File: src/rtl/lifo_pkg.sv
// Shared definitions for the LIFO stack: default sizing constants, the
// depth derivation helper and the per-cycle operation encoding.
package lifo_pkg;

    // Default geometry used when the stack is instantiated without overrides.
    localparam int DEFAULT_ADDR_BITS = 2;
    localparam int DEFAULT_DATA_BITS = 4;

    // Number of entries addressable with the given pointer width.
    function automatic int depth_of(input int addr_bits);
        return 1 << addr_bits;
    endfunction

    // What the stack does in a given cycle once push/pop acceptance is known.
    // OP_REPLACE is a simultaneous accepted push and pop: the top entry is
    // read out and overwritten in place, occupancy is unchanged.
    typedef enum logic [1:0] {
        OP_NONE    = 2'd0,
        OP_PUSH    = 2'd1,
        OP_POP     = 2'd2,
        OP_REPLACE = 2'd3
    } lifo_op_e;

endpackage

File: src/rtl/lifo_regfile.sv
// Storage array for the LIFO stack: one synchronous write port and one
// asynchronous read port. Contents are deliberately not reset; the stack
// pointer alone decides which entries are meaningful.
module lifo_regfile
    import lifo_pkg::*;
#(
    parameter int ADDR_BITS = DEFAULT_ADDR_BITS,
    parameter int DATA_BITS = DEFAULT_DATA_BITS
) (
    input  logic                 clk,
    input  logic                 wr_en,
    input  logic [ADDR_BITS-1:0] wr_addr,
    input  logic [DATA_BITS-1:0] wr_data,
    input  logic [ADDR_BITS-1:0] rd_addr,
    output logic [DATA_BITS-1:0] rd_data
);

    localparam int DEPTH = depth_of(ADDR_BITS);

    logic [DATA_BITS-1:0] mem [DEPTH];

    // Write the addressed entry on the rising edge when enabled.
    always_ff @(posedge clk) begin
        if (wr_en) begin
            mem[wr_addr] <= wr_data;
        end
    end

    assign rd_data = mem[rd_addr];

endmodule

File: src/rtl/lifo_stack.sv
// LIFO stack with a single stack pointer (the occupancy count), a registered
// pop port, a combinational peek of the top entry, occupancy flags and sticky
// overflow/underflow error flags. One push and/or pop per clock.
module lifo_stack
    import lifo_pkg::*;
#(
    parameter int ADDR_BITS = DEFAULT_ADDR_BITS,
    parameter int DATA_BITS = DEFAULT_DATA_BITS,
    parameter int AF_LEVEL  = depth_of(ADDR_BITS) - 1
) (
    input  logic                 clk,
    input  logic                 rst,
    input  logic                 push,
    input  logic                 pop,
    input  logic [DATA_BITS-1:0] push_data,
    input  logic                 clr_err,
    output logic [DATA_BITS-1:0] pop_data,
    output logic                 pop_valid,
    output logic [DATA_BITS-1:0] top_data,
    output logic [ADDR_BITS:0]   count,
    output logic                 empty,
    output logic                 full,
    output logic                 almost_full,
    output logic                 overflow,
    output logic                 underflow
);

    localparam int                 DEPTH     = depth_of(ADDR_BITS);
    localparam logic [ADDR_BITS:0] DEPTH_CNT = DEPTH[ADDR_BITS:0];
    localparam logic [ADDR_BITS:0] AF_CNT    = AF_LEVEL[ADDR_BITS:0];
    localparam logic [ADDR_BITS:0] CNT_ONE   = 1;
    localparam logic [ADDR_BITS-1:0] IDX_ONE = 1;

    logic [ADDR_BITS:0]   count_q;
    logic [ADDR_BITS:0]   count_next;
    logic [ADDR_BITS-1:0] top_idx;
    logic [ADDR_BITS-1:0] wr_idx;
    logic [DATA_BITS-1:0] rd_top;
    logic                 push_acc;
    logic                 pop_acc;
    logic                 wr_en;
    logic                 pop_data_en;
    logic                 overflow_q;
    logic                 underflow_q;
    lifo_op_e             op;

    // Occupancy decodes straight off the count, no added latency.
    assign empty       = (count_q == '0);
    assign full        = (count_q == DEPTH_CNT);
    assign almost_full = (count_q >= AF_CNT);

    // A pop needs something on the stack; a push needs room unless the pop
    // in the same cycle frees the top slot for it.
    assign pop_acc  = pop && !empty;
    assign push_acc = push && (!full || pop_acc);

    // Top entry sits one below the pointer. At full the low pointer bits wrap
    // to zero and the decrement lands on the last entry, as intended; at empty
    // the index is meaningless and the peek is forced to zero below.
    assign top_idx = count_q[ADDR_BITS-1:0] - IDX_ONE;

    // Classify this cycle's accepted operation.
    always_comb begin
        op = OP_NONE;
        case ({push_acc, pop_acc})
            2'b10:   op = OP_PUSH;
            2'b01:   op = OP_POP;
            2'b11:   op = OP_REPLACE;
            default: op = OP_NONE;
        endcase
    end

    // Derive the write port controls and the next pointer from the operation.
    always_comb begin
        wr_en       = 1'b0;
        wr_idx      = count_q[ADDR_BITS-1:0];
        count_next  = count_q;
        pop_data_en = 1'b0;
        case (op)
            OP_PUSH: begin
                wr_en      = 1'b1;
                wr_idx     = count_q[ADDR_BITS-1:0];
                count_next = count_q + CNT_ONE;
            end
            OP_POP: begin
                pop_data_en = 1'b1;
                count_next  = count_q - CNT_ONE;
            end
            OP_REPLACE: begin
                wr_en       = 1'b1;
                wr_idx      = top_idx;
                pop_data_en = 1'b1;
            end
            default: begin
                wr_en = 1'b0;
            end
        endcase
        if (rst) begin
            wr_en = 1'b0;
        end
    end

    lifo_regfile #(
        .ADDR_BITS (ADDR_BITS),
        .DATA_BITS (DATA_BITS)
    ) u_regfile (
        .clk     (clk),
        .wr_en   (wr_en),
        .wr_addr (wr_idx),
        .wr_data (push_data),
        .rd_addr (top_idx),
        .rd_data (rd_top)
    );

    // Stack pointer and registered pop port; reset discards this cycle's ops.
    always_ff @(posedge clk) begin
        if (rst) begin
            count_q   <= '0;
            pop_data  <= '0;
            pop_valid <= 1'b0;
        end else begin
            count_q   <= count_next;
            pop_valid <= pop_data_en;
            if (pop_data_en) begin
                pop_data <= rd_top;
            end
        end
    end

    // Sticky error flags; a fresh error outranks a clear in the same cycle.
    always_ff @(posedge clk) begin
        if (rst) begin
            overflow_q  <= 1'b0;
            underflow_q <= 1'b0;
        end else begin
            if (push && !push_acc) begin
                overflow_q <= 1'b1;
            end else if (clr_err) begin
                overflow_q <= 1'b0;
            end
            if (pop && empty) begin
                underflow_q <= 1'b1;
            end else if (clr_err) begin
                underflow_q <= 1'b0;
            end
        end
    end

    assign count     = count_q;
    assign overflow  = overflow_q;
    assign underflow = underflow_q;
    assign top_data  = empty ? '0 : rd_top;

endmodule

File: config.mk
export PLATFORM = sky130hd
export DESIGN_NAME = lifo_stack
export DESIGN_NICKNAME = d
export VERILOG_FILES = /design/src/rtl/lifo_pkg.sv /design/src/rtl/lifo_regfile.sv /design/src/rtl/lifo_stack.sv
export SDC_FILE = /design/constraint.sdc
export NUM_CORES = 1
export LEC_CHECK = 0
export CAP_MARGIN = 20
export CORE_MARGIN = 8
export CORE_UTILIZATION = 35
export CTS_CLUSTER_DIAMETER = 60
export DETAILED_ROUTE_END_ITERATION = 12
export PLACE_DENSITY = 0.62
export SLEW_MARGIN = 20
export SYNTH_ARGS = -nofsm -noshare
export SYNTH_HDL_FRONTEND = slang
export SYNTH_HIERARCHICAL = 1
export SYNTH_SLANG_ARGS = --single-unit
File: constraint.sdc
create_clock -name clk -period 3.2 [get_ports clk]
set_input_delay 0.48 -clock clk [delete_from_list [all_inputs] [get_ports clk]]
set_output_delay 0.48 -clock clk [all_outputs]
set_load 0.005 [all_outputs]
[Yosys cells after proc, flatten, opt, wreduce, memory -nomap -nowiden]
Memories as Yosys holds them, arrays and structs flattened.
Cells that the tools add are included.
Storage, ports and cells
  flip-flop bits (word level): 10
  bits in latches: 0
  bits in writable memories: 16
  bits in read-only memories: 0
  bits of input ports: 9
  logic and storage cells: 43
  memories: 1
Memory list
  u_regfile.mem: depth 4, width 4, rd ports 1, clocked after memory_dff 0, wr ports 1, line lifo_regfile.sv:20  | logic [DATA_BITS-1:0] mem [DEPTH];
Cells by class
  $add $sub $neg: 3
  multipliers: 0
  div/mod/pow operators: 0
  order comparisons: 1
  eq/ne operators: 7
  shift-type cells: 0
  multiplexer cells: 12
  bitwise gates (word level): 0
  reductions and logical operators: 14
Operators with widths (number)
  2-bit == test, second input constant: 4
  1-bit two-way mux: 8
  2-bit case mux with 3 select lines: 1
  3-bit case mux with 2 select lines: 1
  2-bit nonzero test: 3
  2-bit by 1-bit == test with 1-bit output, second input constant: 2
  1-bit logical AND: 4
  4-bit two-way mux: 1
  2-bit OR reduction: 2
  3-bit by 1-bit adder with 3-bit output, second input constant: 1
  3-bit == test, second input constant: 1
  3-bit by 2-bit >= comparator with 1-bit output, second input constant: 1
  1-bit logical NOT: 3
  3-bit logical NOT: 1
  3-bit by 1-bit subtractor with 3-bit output, second input constant: 1
  2-bit two-way mux: 1
  2-bit by 1-bit subtractor with 2-bit output, second input constant: 1
  1-bit logical OR: 1

[Depth between registers and ports, before layout]
Gate-level depths: netlist (run 1).
  depth after elaboration: 13
  depth in mapped cells: 10
  mapped depth without buffers: 9

[Hierarchy]
The synthesis (run 1) kept the hierarchy.
Modules (own cells, without submodules)
  lifo_regfile: times used 1, cells an instance 24, area each 616.8 um^2, seq. area each 480.5 um^2
  lifo_stack: times used 1, cells an instance 72, area each 588.1 um^2, seq. area each 200.2 um^2

[Worst setup path before layout (run 1)]
OpenSTA, ideal clock, no wires.
  path type: register to register
  start: register count_q[0], in the netlist count[0]
  end: register count_q[2], in the netlist count[2]
  setup time: 0.133 ns
  arrival time: 2.269 ns
  slack: 0.798 ns
  stages on the path, launching flop included: 11
  buffers on the path: 1
  path through: dfxtp_1 inv_1 ha_1 nand2b_1 buf_2 inv_2 or3_1 fa_1 nor3b_1 nand3b_1 a31oi_1
Between the ends
  longest elaborated chain between the ends: 9
  elaborated cells on any way between the ends: 17
RTL lines
  from (decl): line lifo_stack.sv:34  | logic [ADDR_BITS:0] count_q;
  from (signal assigned): line lifo_stack.sv:122  | count_q <= count_next;
  3-bit logical NOT *: line lifo_stack.sv:48  | assign empty = (count_q == '0);
  via empty: line lifo_stack.sv:21  | output logic empty,
  1-bit logical NOT *: line lifo_stack.sv:54  | assign pop_acc = pop && !empty;
  1-bit logical AND *: line lifo_stack.sv:54
  1-bit logical OR: line lifo_stack.sv:55  | assign push_acc = push && (!full || pop_acc);
  1-bit logical AND: line lifo_stack.sv:55
  2-bit == test or 2-bit by 1-bit == test with 1-bit output (tied branches): line lifo_stack.sv:65  | case ({push_acc, pop_acc})
  2-bit case mux with 3 select lines *: line lifo_stack.sv:65
  2-bit == test or 2-bit by 1-bit == test with 1-bit output (tied branches): line lifo_stack.sv:79  | case (op)
  3-bit case mux with 2 select lines or 2-bit nonzero test (tied branches)
The timed path passes the listed nets; every way through them passes the cells marked *.
A chain may end at the register's enable or synchronous reset.

[Worst setup path after layout (run 1)]
  start: register count_q[0], in the netlist count[0]
  end: output port top_data[1]
Between the ends
  longest elaborated chain between the ends: 3
  elaborated cells on any way between the ends: 4
RTL lines
  2-bit by 1-bit subtractor with 2-bit output: line lifo_stack.sv:60  | assign top_idx = count_q[ADDR_BITS-1:0] - IDX_ONE;
  via top_idx[1]: line lifo_stack.sv:36  | logic [ADDR_BITS-1:0] top_idx;
  memory 4 x 4 bit
  via rd_top[1]: line lifo_stack.sv:38  | logic [DATA_BITS-1:0] rd_top;
  4-bit two-way mux: line lifo_stack.sv:152  | assign top_data = empty ? '0 : rd_top;
  to (decl): line lifo_stack.sv:19  | output logic [DATA_BITS-1:0] top_data,
The timed path passes the listed nets, and every way through them passes these cells.

==> summary.log, run 1 <==
INFO  sta            hold_viol_final=0
INFO  floorplan      rows=21
INFO  floorplan      die_area=0.00558mm^2
INFO  sta            postLayoutSetupSlackWorst=349ps
INFO  placed_design  io_buffers=25
INFO  power          power.leakage=0.566nW
INFO  sta            final.period_utilization=89.1%
INFO  sta            achievable-frequency=351MHz
INFO  yosys          synth_warnings=6
INFO  floorplan      starting_density_of_the_core=36.4%
INFO  power          cellPowerDensity=796mW/mm^2
INFO  grt            grt_util_all_layers=8.94%
INFO  sta            worst_slew_margin_rel=68.4%
INFO  yosys          synthMostInstantiatedCell=edfxtp_1
INFO  yosys          postSynthRegisterBits=26
INFO  yosys          unique_masters_post_synth=30
INFO  detailed_routing drt-wirelength-per-cell=14.1um
INFO  setup_path     timing.setup.critical_path_class=register to output pin
INFO  yosys          async_sr_flop_fraction=0%
INFO  placed_design  dpl_worst_slack=633ps
INFO  final_layout   drive_above_1_share=7.26%
INFO  yosys          synth_top_flop_cell=edfxtp_1
INFO  clock_network  clk-insertion-delay-late=320ps
INFO  detailed_routing dr_total_vias=813
INFO  grt            global_route_wire_length_before_repair=3750um
INFO  yosys          synth_top_area_share=39.9%
INFO  sta            period_minus_slack=2850ps
INFO  sta            skew=7.44ps
INFO  detailed_routing initialDrtViolationCount=42
INFO  grt            first_global_vias=807
INFO  clock_network  cts_root_buf=clkbuf_4
INFO  final_layout   nFillCells=320
INFO  final_layout   ff_latch_area=681um^2
INFO  floorplan      core-area=0.00331mm^2
INFO  final_layout   multiInputGateArea=487um^2
INFO  clock_network  htree_levels=1
INFO  setup_path     worst_ep_arrival_time=2370ps
INFO  flow_run       timing.max_cap.violations=0
INFO  grt            grt_max_degree=16
INFO  clock_network  max-clock-path-buffers=2
INFO  floorplan      top_level_ports=26
INFO  sta            finish_stage_setup_viols=0
INFO  setup_path     cp-end-kind=output pin
INFO  floorplan      die_width=74.7um
INFO  yosys          synthesis.instances=96
INFO  yosys          synth_cell_area=0.00120mm^2
INFO  yosys          seq_area_frac_synth=56.5%
INFO  sta            setup_total_negative_slack=0ps
INFO  yosys          post_synth_main_area_contributors=edfxtp_1 40%, dfxtp_1 17%, mux4_1 8.7%, a21oi_1 2.9%, nand3_1 2.5%
INFO  final_layout   final_nets=137
INFO  detailed_routing drt_first_pass_iters=3
INFO  power          power.ir.vdd_worst=0.369mV
INFO  detailed_routing route.final.wire_length=2400um
INFO  sta            slew_violations=0
INFO  grt            grt_antenna_before_repair=0
INFO  sta            grt_setup_unrepaired=false
INFO  placed_design  finalWeightedCongestion=0.726
INFO  clock_network  cts.sinks=26
INFO  detailed_routing drc=0
INFO  clock_network  postCtsSetupBuffers=0
INFO  clock_network  cts_resized=0
INFO  floorplan      die_h=74.7um
INFO  setup_path     worstPathRequired=2720ps
INFO  setup_path     cp-start-kind=register
INFO  yosys          post_synth_top_cells=16 x edfxtp_1, 10 x dfxtp_1, 7 x a21oi_1, 7 x nor2_1, 6 x nand3_1
INFO  clock_network  cts_buffers=3
INFO  grt            grt_overflow=0
INFO  placed_design  place_hpwl=1910um
INFO  clock_network  clock_input_transition_at_the_sequential_cells_of_the_worst_setup_and_hold_paths=140ps
INFO  sta            tightestPinTransition=472ps
INFO  status         run_status=completed
INFO  min_path       tightest_hold_check_type=register to register
INFO  yosys          synth_edf_count=16
INFO  yosys          synth_nets=108
INFO  clock_network  tritoncts_clock_tree=yes
INFO  clock_network  holdBufCountCts=0
INFO  detailed_routing via_per_inst=4.78
INFO  final_layout   syn_to_final_growth=30.2%
INFO  yosys          post_synth.cell_area_avg=12.6um^2
INFO  final_layout   antennaDiodeCount=0
INFO  yosys          synthDominantAreaCellType=edfxtp_1
INFO  setup_path     worstPathMaxFanout=8
INFO  detailed_routing antenna_left=0
-- layout by cell type (no fill, tap or decap), types with 2 or more instances in the layout --
cell | synthesis | routed
nor3b_1 | 2 | 2
nor2_1 | 7 | 7
nand3_1 | 6 | 6
and3b_1 | 2 | 2
buf_4 | 0 | 3
o21ai_0 | 5 | 5
and2_1 | 4 | 4
a21oi_1 | 7 | 7
dfxtp_1 | 10 | 10
nand3b_1 | 3 | 3
ha_1 | 2 | 2
clkdlybuf4s50_1 | 0 | 25
nand2b_1 | 3 | 3
inv_1 | 4 | 4
xnor2_1 | 2 | 2
mux2_1 | 2 | 2
nor2b_1 | 2 | 2
mux4_1 | 4 | 4
clkbuf_4 | 0 | 3
edfxtp_1 | 16 | 16
-- routing by layer --
metal  up-vias  track usage, %  wire length (um)
met4         0            1.96                11
met2        20            16.3              1150
met3         2            3.73               163
met1       379            9.30              1080
li1        412               -                 -
met5         -               0                 0
-- sequential cells by signal, summed over array words and instances (netlist names) --
| name | flops |
|---|---|
| underflow | 1 |
| overflow | 1 |
| pop_valid | 1 |
| count | 3 |
| u_regfile/mem | 16 |
| pop_data | 4 |
-- worst paths after layout --
path                                  start          end  slack [ps]  cells after the start
worst min-delay path            pop_data[1]  pop_data[1]         490                      2
worst max register to register     count[0]     count[2]         710                      9
worst max-delay path               count[0]  top_data[1]         350                      6
worst min register to register  pop_data[1]  pop_data[1]         490                      2
-- where the power goes --
| part | total (mW) | internal (mW) | switching, mW |
|---|---|---|---|
| clock network | 0.220 | 0.127 | 0.0937 |
| registers | 0.457 | 0.422 | 0.0348 |
| logic | 0.572 | 0.324 | 0.247 |
-- area by class of cell --
class / instances / area share (%)
Sequential cell: 26 / 43.4
Multi-Input combinational cell: 61 / 31.0
Timing Repair Buffer: 28 / 17.4
Tap cell: 46 / 3.67
Clock inverter: 1 / 1.91
Clock buffer: 3 / 1.44
Inverter: 5 / 1.20
-- per-stage QoR --
stage          utilization (%)  instances  hold WS [ps]  power, mW  cell area, um^2
2_1_floorplan                -         96           466      0.771             1200
3_3_place_gp              45.8        166           466       1.04             1520
3_5_place_dp              45.8        166           470       1.05             1520
4_1_cts                   47.4        170           491       1.27             1570
5_1_grt                   47.4        170           498       1.34             1570
6_report                  47.4        170           488       1.25             1570
-- worst max-delay path: stages (launching register included) --
cell and delay, ps:
dfxtp_1 430, inv_1 200, ha_1 360, inv_1 140, mux4_1 330, and2_1 160
clkdlybuf4s50_1 440
-- cells by family (layout without fill, tap and decap cells) --
family,after synthesis,after routing,share of synthesized area [%]
AO/OA/AOI/OAI,15,15,6.96
XOR/XNOR,2,2,1.45
adder cells (fa/ha/maj),3,3,3.74
buffers and inverters,9,37,3.11
flip-flops,26,26,56.5
multiplexers,7,7,11.4
AND/OR/NAND/NOR,34,34,16.8
Note: power is estimated with default switching activity, not from simulation.
==> inputs of run 2 (changes only) <==
Settings changed: GPL_ROUTABILITY_DRIVEN set to 0.
==> results of run 2 <==
Final layout, timing and power as in run 1 (identical DEF).
==> inputs of run 3 (changes only) <==
Clock period 3.2 ns to 2.7 ns, I/O delays scaled along.
==> run 3 against run 2 <==
Final cell count is 1.8% higher. Die area stayed put. Combinational power is 23% higher. Total power is 22% higher.
==> summary.log, run 3 (synthesis results as in run 1) <==
INFO  clock_network  max-clock-path-buffers=2 [unchanged]
INFO  final_layout   largest_reg_flops=16 [unchanged]
INFO  final_layout   antennaDiodeCount=0 [unchanged]
INFO  detailed_routing dr_total_vias=823 [was 813]
INFO  sta            slew_violations=0 [unchanged]
INFO  clock_network  htree_levels=1 [unchanged]
INFO  final_layout   final_nets=140 [was 137]
INFO  grt            first_global_vias=831 [was 807]
INFO  clock_network  cts_buffers=3 [unchanged]
INFO  setup_path     crit_path_max_incr_delay=580ps [was 440 ps]
INFO  sta            finish_stage_setup_viols=0 [unchanged]
INFO  power          power.leakage=0.575nW [was 0.566 nW]
INFO  setup_path     critPathSlowestCell=mux4_1 [was clkdlybuf4s50_1]
INFO  grt            global_route_wire_length_before_repair=4180um [was 3750 um]
INFO  sta            worst_hold_slack=481ps [was 488 ps]
INFO  placed_design  io_buffers=25 [unchanged]
INFO  sta            setup_total_negative_slack=0ps [unchanged]
INFO  clock_network  cts_root_buf=clkbuf_4 [unchanged]
INFO  setup_path     worstPathRequired=2300ps [was 2720 ps]
INFO  status         run_status=completed [unchanged]
INFO  clock_network  tritoncts_clock_tree=yes [unchanged]
INFO  setup_path     worstPathMaxFanout=7 [was 8]
INFO  grt            grt_util_all_layers=9.94% [was 8.94%]
INFO  sta            postLayoutSetupSlackWorst=143ps [was 349 ps]
INFO  floorplan      die_area=0.00558mm^2 [unchanged]
INFO  grt            grt_max_degree=16 [unchanged]
INFO  floorplan      starting_density_of_the_core=36.4% [unchanged]
INFO  floorplan      top_level_ports=26 [unchanged]
INFO  setup_path     timing.critical_path.max_delay_family=buffers and inverters [unchanged]
INFO  detailed_routing drt-wirelength-per-cell=14.5um [was 14.1 um]
INFO  final_layout   regMostFlops=u_regfile/mem [unchanged]
INFO  placed_design  dpl_worst_slack=334ps [was 633 ps]
INFO  detailed_routing initialDrtViolationCount=89 [was 42]
INFO  setup_path     cp-end-kind=output pin [unchanged]
INFO  sta            final.period_utilization=94.7%
INFO  setup_path     worst_ep_arrival_time=2150ps [was 2370 ps]
INFO  final_layout   most-common-layout-cells=25 x clkdlybuf4s50_1, 16 x edfxtp_1, 8 x dfxtp_1, 7 x nor2_1, 7 x a21oi_1 [was 25 x clkdlybuf4s50_1, 16 x edfxtp_1, 10 x dfxtp_1, 7 x nor2_1, 7 x a21oi_1]
INFO  detailed_routing drt_first_pass_iters=4 [was 3]
INFO  min_path       tightest_hold_check_type=register to register [unchanged]
INFO  setup_path     worstPathCellList=inv_1 > buf_4 > mux4_1 > and2_1 > clkdlybuf4s50_1 [was inv_1 > ha_1 > inv_1 > mux4_1 > and2_1 > clkdlybuf4s50_1]
INFO  clock_network  cts.sinks=26 [unchanged]
INFO  detailed_routing drc=0 [unchanged]
INFO  final_layout   drive_above_1_share=13.4% [was 7.26%]
INFO  final_layout   postLayoutCoreUtil=48.0% [was 47.4%]
INFO  setup_path     timing.setup.critical_path_class=register to output pin [unchanged]
INFO  floorplan      rows=21 [unchanged]
INFO  floorplan      die_width=74.7um [unchanged]
INFO  sta            grt_setup_unrepaired=false [unchanged]
INFO  power          cellPowerDensity=957mW/mm^2 [was 796 mW/mm^2]
INFO  clock_network  clk-insertion-delay-late=320ps [about the same]
INFO  final_layout   syn_to_final_growth=32.0% [was 30.2%]
INFO  final_layout   most_common_library_cell_in_the_layout_ignoring_fill_and_taps=clkdlybuf4s50_1 [unchanged]
INFO  sta            worst_slew_margin_rel=80.6% [was 68.4%]
INFO  sta            achievable-frequency=391MHz
INFO  setup_path     cp-start-kind=register [unchanged]
INFO  detailed_routing antenna_left=0 [unchanged]
INFO  sta            skew=4.83ps [was 7.44 ps]
INFO  floorplan      die_h=74.7um [unchanged]
INFO  sta            period_minus_slack=2560ps
INFO  flow_run       timing.max_cap.violations=0 [unchanged]
INFO  floorplan      core-area=0.00331mm^2 [unchanged]
INFO  sta            hold_viol_final=0 [unchanged]
INFO  grt            grt_antenna_before_repair=0 [unchanged]
INFO  grt            grt_overflow=0 [unchanged]
INFO  placed_design  place_hpwl=1870um [was 1910 um]
INFO  detailed_routing route.final.wire_length=2510um [was 2400 um]
INFO  detailed_routing via_per_inst=4.76 [was 4.78]
INFO  sta            tightestPinTransition=283ps [was 472 ps]
INFO  clock_network  clock_input_transition_at_the_sequential_cells_of_the_worst_setup_and_hold_paths=140ps [about the same]
INFO  power          power.ir.vdd_worst=0.314mV [was 0.369 mV]
INFO  setup_path     critPathBufInv=3 [unchanged]
INFO  clock_network  holdBufCountCts=0 [unchanged]
==> run 3: cell count changes in the layout (fill, tap and decap cells not counted), sizes merged <==
cell and change:
buf +3
==> run 3: final timing paths <==
| kind | to | cells past startpoint | slack (ps) | startpoint |
|---|---|---|---|---|
| worst max-delay path | top_data[3] | 5 | 140 | count[0] |
| worst min-delay path | overflow | 2 | 480 | overflow |
| worst max register to register | count[2] | 9 | 420 | count[0] |
| worst min register to register | overflow | 2 | 480 | overflow |
==> run 3: final cells by class <==
cell class / instances / area, um^2
tap: 46 / 57.6
timing repair buffer: 31 / 295
clock buffer: 3 / 22.5
sequential: 26 / 683
multi-input combinational: 61 / 483
fill: 330 / 1720
clock inverter: 1 / 30.0
inverter: 5 / 18.8
==> run 3: per-stage QoR <==
step | total power [mW] | cells | area (um^2)
2_1_floorplan | 0.914 | 96 | 1200
3_3_place_gp | 1.25 | 169 | 1540
3_5_place_dp | 1.27 | 169 | 1540
4_1_cts | 1.54 | 173 | 1590
5_1_grt | 1.63 | 173 | 1590
6_report | 1.52 | 173 | 1590
==> run 3: layer usage <==
metal,wire [um],track usage [%],vias to the layer above
li1,-,-,415
met1,1100,12.6,381
met2,1180,15.6,23
met3,206,2.40,4
met4,27,4.57,0
met5,0,0,-
==> run 3: repair_timing <==
item	CTS	global route
resized for setup	3	2
buffers inserted	0	0
pin swaps	0	0
endpoints found under the setup margin	1	4
==> run 3: power by group <==
| group | total (mW) | leakage, nW | internal, mW | switching, mW |
|---|---|---|---|---|
| clock | 0.267 | 0.0279 | 0.150 | 0.117 |
| sequential | 0.549 | 0.228 | 0.503 | 0.0458 |
| combinational | 0.706 | 0.320 | 0.399 | 0.306 |
| total | 1.52 | 0.575 | 1.05 | 0.470 |
==> run 3: worst min-delay path: cells and delay by family (launching register included) <==
kind / cells / cell delay [ps]
AO/OA/AOI/OAI: 1 / 60
flip-flops: 1 / 340
AND/OR/NAND/NOR: 1 / 60
